<file path="config.mk">
export PLATFORM = sky130hd
export DESIGN_NAME = serial_frame_sched
export DESIGN_NICKNAME = d
export VERILOG_FILES = /design/src/rtl/serial_frame_sched_pkg.sv /design/src/rtl/serial_frame_sched_rr_arbiter.sv /design/src/rtl/serial_frame_sched.sv
export SDC_FILE = /design/constraint.sdc
export NUM_CORES = 1
export LEC_CHECK = 0
export CAP_MARGIN = 0
export CORE_MARGIN = 4
export CORE_UTILIZATION = 30
export CTS_CLUSTER_SIZE = 28
export DETAILED_ROUTE_END_ITERATION = 16
export SLEW_MARGIN = 10
export SYNTH_ARGS = -nofsm -noshare
export SYNTH_HDL_FRONTEND = slang
export SYNTH_SLANG_ARGS = --single-unit
</file>
<file path="constraint.sdc">
create_clock -name clk -period 2.25 [get_ports clk]
set_input_delay 0.3375 -clock clk [delete_from_list [all_inputs] [get_ports clk]]
set_output_delay 0.3375 -clock clk [all_outputs]
set_load 0.03 [all_outputs]
</file>
<file path="src/rtl/serial_frame_sched_pkg.sv">
// rtl/serial_frame_sched_pkg.sv - shared state encoding and default sizing for serial_frame_sched
package serial_frame_sched_pkg;

  localparam int SFS_NUM_REQ = 2;
  localparam int SFS_FRAME_W = 40;
  localparam int SFS_CNT_W   = 6;

  typedef enum logic [1:0] {
    ST_IDLE   = 2'd0,
    ST_SHIFT  = 2'd1,
    ST_PARITY = 2'd2,
    ST_DONE   = 2'd3
  } state_e;

endpackage

</file>
<file path="src/rtl/serial_frame_sched_rr_arbiter.sv">
// rtl/serial_frame_sched_rr_arbiter.sv - combinational round-robin arbiter (first request at/after pointer)
module rr_arbiter #(
  parameter int NUM_REQ = 2,
  parameter int IDX_W   = 1
) (
  input  logic [NUM_REQ-1:0] req_i,
  input  logic [IDX_W-1:0]   ptr_i,
  output logic [NUM_REQ-1:0] gnt_o,
  output logic [IDX_W-1:0]   idx_o
);

  logic hit;

  // Pass one covers indices at/after the pointer; pass two wraps to the ones below it.
  always_comb begin
    gnt_o = '0;
    idx_o = '0;
    hit   = 1'b0;
    for (int j = 0; j < NUM_REQ; j++) begin
      if (!hit && req_i[j] && (j >= int'(ptr_i))) begin
        hit      = 1'b1;
        gnt_o[j] = 1'b1;
        idx_o    = IDX_W'(j);
      end
    end
    for (int j = 0; j < NUM_REQ; j++) begin
      if (!hit && req_i[j]) begin
        hit      = 1'b1;
        gnt_o[j] = 1'b1;
        idx_o    = IDX_W'(j);
      end
    end
  end

endmodule

</file>
<file path="src/rtl/serial_frame_sched.sv">
// rtl/serial_frame_sched.sv - round-robin shared MSB-first frame shifter
// Optional even-parity trailer bit enabled by SERIAL_FRAME_SCHED_PARITY_EN.
module serial_frame_sched
  import serial_frame_sched_pkg::*;
#(
  parameter int NUM_REQ = SFS_NUM_REQ,
  parameter int FRAME_W = SFS_FRAME_W,
  parameter int CNT_W   = SFS_CNT_W
) (
  input  logic                       clk,
  input  logic                       rst_n,
  input  logic [NUM_REQ-1:0]         req_i,
  input  logic [NUM_REQ*FRAME_W-1:0] frame_i,
  input  logic                       tick_i,
  output logic [NUM_REQ-1:0]         gnt_o,
  output logic [NUM_REQ-1:0]         done_o,
  output logic                       busy_o,
  output logic                       sd_o,
  output logic                       sd_valid_o,
  output logic [CNT_W-1:0]           bit_cnt_o
);

  localparam int IDX_W = (NUM_REQ > 1) ? $clog2(NUM_REQ) : 1;
  localparam logic [CNT_W-1:0] LAST_BIT = CNT_W'(FRAME_W - 1);

  state_e             state_q;
  logic [FRAME_W-1:0] shreg_q;
  logic [CNT_W-1:0]   cnt_q;
  logic [IDX_W-1:0]   ptr_q;
  logic [IDX_W-1:0]   ptr_d;
  logic [IDX_W-1:0]   owner_q;
  logic [NUM_REQ-1:0] win_gnt;
  logic [IDX_W-1:0]   win_idx;
  logic [FRAME_W-1:0] win_frame;
`ifdef SERIAL_FRAME_SCHED_PARITY_EN
  logic               par_q;
`endif

  rr_arbiter #(
    .NUM_REQ(NUM_REQ),
    .IDX_W  (IDX_W)
  ) u_arb (
    .req_i (req_i),
    .ptr_i (ptr_q),
    .gnt_o (win_gnt),
    .idx_o (win_idx)
  );

  assign win_frame = frame_i[win_idx*FRAME_W +: FRAME_W];
  assign ptr_d     = (owner_q == IDX_W'(NUM_REQ - 1)) ? '0 : owner_q + 1'b1;

  always_ff @(posedge clk) begin
    if (!rst_n) begin
      state_q <= ST_IDLE;
      shreg_q <= '0;
      cnt_q   <= '0;
      ptr_q   <= '0;
      owner_q <= '0;
`ifdef SERIAL_FRAME_SCHED_PARITY_EN
      par_q   <= 1'b0;
`endif
    end else begin
      case (state_q)
        ST_IDLE: begin
          if (|req_i) begin
            shreg_q <= win_frame;
            owner_q <= win_idx;
            cnt_q   <= '0;
`ifdef SERIAL_FRAME_SCHED_PARITY_EN
            par_q   <= ^win_frame;
`endif
            state_q <= ST_SHIFT;
          end
        end
        ST_SHIFT: begin
          if (tick_i) begin
            if (cnt_q == LAST_BIT) begin
              cnt_q   <= '0;
`ifdef SERIAL_FRAME_SCHED_PARITY_EN
              state_q <= ST_PARITY;
`else
              state_q <= ST_DONE;
`endif
            end else begin
              shreg_q <= {shreg_q[FRAME_W-2:0], 1'b0};
              cnt_q   <= cnt_q + 1'b1;
            end
          end
        end
        ST_PARITY: begin
          if (tick_i) state_q <= ST_DONE;
        end
        ST_DONE: begin
          ptr_q   <= ptr_d;
          state_q <= ST_IDLE;
        end
        default: state_q <= ST_IDLE;
      endcase
    end
  end

  // Grant is live only in IDLE and suppressed while reset is asserted.
  always_comb begin
    gnt_o      = (rst_n && state_q == ST_IDLE) ? win_gnt : '0;
    done_o     = (state_q == ST_DONE) ? (NUM_REQ'(1) << owner_q) : '0;
    busy_o     = (state_q != ST_IDLE);
    sd_o       = 1'b0;
    sd_valid_o = 1'b0;
    bit_cnt_o  = '0;
    if (state_q == ST_SHIFT) begin
      sd_o       = shreg_q[FRAME_W-1];
      sd_valid_o = 1'b1;
      bit_cnt_o  = cnt_q;
    end
`ifdef SERIAL_FRAME_SCHED_PARITY_EN
    if (state_q == ST_PARITY) begin
      sd_o       = par_q;
      sd_valid_o = 1'b1;
      bit_cnt_o  = CNT_W'(FRAME_W);
    end
`endif
  end

endmodule
</file>
Yosys cells after proc, flatten, opt, wreduce, memory -nomap -nowiden
Index checks and enable logic that the tools add are counted.
{"block": "classes", "n_addsub": 2, "multipliers": 1, "n_lt_le_gt_ge": 1, "eq_ne": 9, "n_shift": 2, "n_mux": 27, "n_reduce_logical": 16}
{"op": "$mux W40", "count": 3}
{"op": "$pmux W40 S2", "count": 1}
{"op": "$shiftx A80 B8 Y40", "count": 1}
{"op": "$mux W6", "count": 4}
{"op": "$mux W2", "count": 6}
{"op": "$pmux W6 S2", "count": 1}
{"op": "$mux W1", "count": 11}
{"op": "$ne A2 B2 Y1 const B", "count": 5}
{"op": "$pmux W2 S4", "count": 1}
{"op": "$reduce_and A4 Y1", "count": 2}
{"op": "$add A6 B1 Y6 const B", "count": 1}
{"op": "$eq A6 B6 Y1 const B", "count": 1}
{"op": "$logic_and A1 B1 Y1", "count": 5}
{"op": "$eq A2 B2 Y1 const B", "count": 2}
{"op": "$mul A1 B3 Y4 const B", "count": 1}
{"op": "$reduce_bool A2 Y1", "count": 2}
{"op": "$logic_not A1 Y1", "count": 3}
{"op": "$reduce_and A3 Y1", "count": 1}
{"op": "$eq A2 B1 Y1 const B", "count": 1}
{"op": "$logic_not A2 Y1", "count": 1}
{"op": "$reduce_and A2 Y1", "count": 1}
{"op": "$reduce_or A2 Y1", "count": 1}
{"op": "$shl A1 B1 Y2 const A", "count": 1}
{"op": "$add A1 B1 Y1 const B", "count": 1}
{"op": "$ge A1 B1 Y1 const A", "count": 1}
{"block": "totals", "reg_bits": 50, "wordCells": 63}

Longest topological paths before layout
{"block": "depth", "depth_word": 16, "ltp_mapped": 9, "mapped_depth_nobuf": 6}

Modules after synthesis
Synthesis repeated with hierarchy kept, for this count alone.
{"block": "hier_totals", "cells_unflattened": 354, "hier_area_um2": 2927.8}
{"module": "serial_frame_sched", "n_inst": 1, "cells_per_inst": 350, "area_per_inst_um2": 2901.5}
{"module": "rr_arbiter", "n_inst": 1, "cells_per_inst": 4, "area_per_inst_um2": 26.3}

Worst setup path after synthesis
Ideal clock, no wire load.
{"block": "synth_path", "path_type": "input-to-output", "from": "input port rst_n", "to": "output port gnt_o[1]", "arrival_time_ns": 1.824, "path_slack_ns": 0.088, "cell_stages": 3, "path_buffers": 1, "path_cell_list": "clkbuf_1 -> clkinv_1 -> nor4_1"}
{"block": "synth_via", "elab_chain_cells": 2}
{"item": "start: declaration", "line": "serial_frame_sched.sv:11", "source": "input logic rst_n,"}
{"item": "$logic_and A1 B1 Y1", "line": "serial_frame_sched.sv:104", "source": "gnt_o = (rst_n && state_q == ST_IDLE) ? win_gnt : '0;"}
{"item": "$mux W2", "line": "serial_frame_sched.sv:104"}
{"item": "end: declaration", "line": "serial_frame_sched.sv:15", "source": "output logic [NUM_REQ-1:0] gnt_o,"}
Every way passes these cells.

Worst setup path in the final report
{"block": "layout_path", "from": "register state_q[0]", "to": "output port done_o[1]"}
{"block": "layout_via", "elab_chain_cells": 2}
{"item": "start: declaration", "line": "serial_frame_sched.sv:26", "source": "state_e state_q;"}
{"item": "start signal: assignment", "line": "serial_frame_sched.sv:54", "source": "state_q <= ST_IDLE;"}
{"item": "start signal: assignment", "line": "serial_frame_sched.sv:72", "source": "state_q <= ST_SHIFT;"}
{"item": "start signal: assignment", "line": "serial_frame_sched.sv:82", "source": "state_q <= ST_DONE;"}
{"item": "$eq A2 B2 Y1", "line": "serial_frame_sched.sv:105", "source": "done_o = (state_q == ST_DONE) ? (NUM_REQ'(1) << owner_q) : '0;"}
{"item": "$mux W2", "line": "serial_frame_sched.sv:105"}
{"item": "end: declaration", "line": "serial_frame_sched.sv:16", "source": "output logic [NUM_REQ-1:0] done_o,"}
Every way passes these cells.

==> flow_summary_export.csv <==
group,metric,value,unit
grt,met1_usage,0.188,
timing,final.setup_skew,5.47,ps
timing,fin_tns_setup,0,ps
power,p_leak,1.62,nW
cells_and_area,final_util,0.441,
drt,avgRoutedWirePerCell,15.4,microns
logic_synthesis,syn_inst,317,
timing,finalCriticalPeriod,2120,ps
cells_and_area,fin_nets,494,
placed_design,portBuffers,97,
logic_synthesis,ys_ff_latch,50,
floorplan,initial_core_util,0.313,
power,pwr-share-comb,0.506,
timing,hold_viol,0,
logic_synthesis,ys_seq_area_frac,0.342,
critical_path,required,1910,ps
timing,setup_viol,0,
floorplan,die_x,107,microns
grt,grt.total_usage,0.138,
min_path,hold_depth,1,
placed_design,dp_slack,13.2,ps
run_status,status,"finished, final reports clean",
drt,antenna_left,0,
floorplan,fp.dieH,107,microns
grt,overflow,0,
power,switching_share,0.372,
grt,grt_pass1_vias,2627,
clock_tree,clock_latency,300,ps
logic_synthesis,synth_fp_nets,407,
grt,met2_usage,0.217,
drt,routed_wl,8.19,mm
timing,setup_slack,133,ps
grt,antenna_found_initial,0,
critical_path,cp-end-kind,"output pin",
floorplan,io_pins,98,
logic_synthesis,synth_area,2930,sq um
logic_synthesis,netlist-cell-type-count,35,
timing,fin_crit_sh,0.941,
cells_and_area,syn_to_final_growth,41.2,%
grt,top_usage_layer,"met2",
grt,use_met3,0.0355,
clock_tree,cts_made_buffers,5,
timing,tightest_slew,667,ps
timing,rsz0062_at_grt,"false",
run,max-cap-violations,0,
floorplan,fp.coreArea,9370,sq um
critical_path,path_class,"flip-flop to output pin",
placed_design,dpl.hpwl,5.59,mm
placed_design,gp_congestion,0.774,
power,p_per_area,965,nW/um^2
timing,finalMaxSlewViolations,0,
clock_tree,clockBufferDepth,2,
critical_path,reg2regPathDepth,6,
critical_path,start_kind,"flip-flop",
logic_synthesis,avgSynthCellArea,9.24,sq um
clock_tree,cts.clk_slew.worst_paths,90,ps
power,switching_power,0.00148,W
drt,drtIter0Drc,102,
critical_path,reg2reg_slack,250,ps
clock_tree,postCtsHoldBufs,0,
min_path,hold_path_class,"flip-flop to flip-flop",
timing,slew_headroom,0.555,
cells_and_area,num_antenna_cells,0,
critical_path,worstPathMaxFanout,4,
critical_path,crit_arrival,1780,ps
clock_tree,cts_setup_buffers,0,
power,pwr-share-clk,0.125,
clock_tree,clock-sinks,50,
floorplan,fp-row-count,35,
cells_and_area,drive_gt1_frac,0.0941,
clock_tree,htree_levels,2,
clock_tree,cts_tree,"built",
grt,grt_first_pass_wirelength,12.9,mm
logic_synthesis,ys_warn_count,0,
timing,max_freq,472,MHz
floorplan,die-area,11400,sq um
drt,drtPass1Iterations,4,
grt,grt_max_degree,69,
clock_tree,root_buffer,"clkbuf_8",
power,internal_power,0.00251,W
power,peakVddDrop,0.590,mV
drt,post-route-drc-count,0,
drt,via_count,2749,
power,power_frac_seq,0.369,
drt,viasPerCell,5.16,
per-layer routing:
layer	share of wire	up-vias
met5	0	-
li1	-	1376
met2	0.45	75
met3	0.063	5
met1	0.48	1293
met4	0.0098	0
timing repair:
item,4_1_cts,5_1_grt
setup endpoints to repair,1,41
cloned,0,1
gates resized for setup,1,4
registers in the layout, summed over array words and instances, names as in the netlist:
register and count:
state_q 2, cnt_q 6, owner_q 1, ptr_q 1
shreg_q 40
path summary, 6_finish.rpt:
check / from / endpoint
setup / recovery: state_q[0]$_SDFFE_PN0P_ / done_o[1]
hold / removal: shreg_q[26]$_SDFFE_PN0P_ / shreg_q[26]$_SDFFE_PN0P_
setup reg to reg: state_q[0]$_SDFFE_PN0P_ / shreg_q[7]$_SDFFE_PN0P_
hold reg to reg: shreg_q[26]$_SDFFE_PN0P_ / shreg_q[26]$_SDFFE_PN0P_
power by group through the flow:
stage	combinational (W)	clock, W	sequential (W)
after floorplan	0.00150	0	0.00144
after global placement	0.00197	0	0.00148
after detailed placement	0.00201	0	0.00149
after CTS	0.00201	0.000522	0.00147
after global routing	0.00226	0.000554	0.00153
final	0.00202	0.000499	0.00147
layout by cell type (no fill, tap or decap), types with 2 or more instances in the layout:
cell type,netlist,routed
clkdlybuf4s50_1,0,85
dfxtp_1,50,50
nand2b_1,41,41
o21a_1,41,41
a211o_1,40,40
a32o_1,39,39
buf_4,0,22
nand2_1,10,10
and2_1,8,8
a21oi_1,5,5
clkbuf_8,0,5
inv_1,4,4
nand3_1,4,4
o21ai_0,4,4
ha_1,5,4
nor2b_1,4,3
nor2_1,4,3
nor2_4,0,3
or3_1,3,3
mux2i_1,2,2
a22oi_1,2,2
nand3b_1,2,2
a31oi_1,2,2
clkbuf_1,21,2
dlymetal6s2s_1,0,2
buf_12,0,2
stage by stage:
stage | power, W | hold slack [ps] | cells | area, sq um
CTS | 0.00401 | 465 | 532 | 4120
floorplan | 0.00293 | 431 | 317 | 2930
global route | 0.00434 | 478 | 533 | 4140
finish | 0.00399 | 460 | 533 | 4140
detailed placement | 0.00350 | 445 | 525 | 4050
global placement | 0.00345 | 437 | 525 | 4050
cells in the mapped netlist:
library cell  instances  area share
o21a_1               41        0.11
and2_4                1      0.0030
a31oi_1               2      0.0043
or3_1                 3      0.0064
a21oi_1               5      0.0085
inv_1                 4      0.0051
and3_1                1      0.0021
nand2_1              10       0.013
clkinv_1              2      0.0026
dfxtp_1              50        0.34
nor4_1                1      0.0021
a2bb2oi_1             1      0.0030
buf_6                 4       0.015
and2_1                8       0.017
nor2_2                1      0.0021
nor2_1                4      0.0051
nand4b_1              1      0.0030
mux2i_1               2      0.0068
or4_1                 1      0.0026
a32o_1               39        0.13
o211a_1               1      0.0034
o211ai_2              1      0.0043
nor3_1                1      0.0017
o21ai_0               4      0.0068
a22oi_1               2      0.0051
mux2_2                1      0.0038
buf_2                 8       0.014
clkbuf_1             21       0.027
or3b_1                1      0.0030
nand3_1               4      0.0068
a211o_1              40        0.12
ha_1                  5       0.021
nand2b_1             41       0.088
nor2b_1               4      0.0085
nand3b_1              2      0.0051
cells by family after synthesis:
kind of cell,after synthesis,share of synthesized area
buffers and inverters,39,0.0636
adder cells (fa/ha/maj),5,0.0214
AO/OA/AOI/OAI,136,0.393
multiplexers,3,0.0107
flip-flops,50,0.342
AND/OR/NAND/NOR,84,0.169
final cells by class:
type / count / area [sq um]
Fill cell: 1000 / 5240
Multi-Input combinational cell: 229 / 1790
Timing Repair Buffer: 112 / 1090
Sequential cell: 50 / 1000
Tap cell: 129 / 161
Clock buffer: 7 / 76.3
Inverter: 6 / 22.5
worst max-delay path: stages, from the launching register on:
cell	delay, ps
dfxtp_1	450
ha_1	240
and2_1	130
clkdlybuf4s50_1	660
Note: power is estimated with default switching activity, not from simulation.
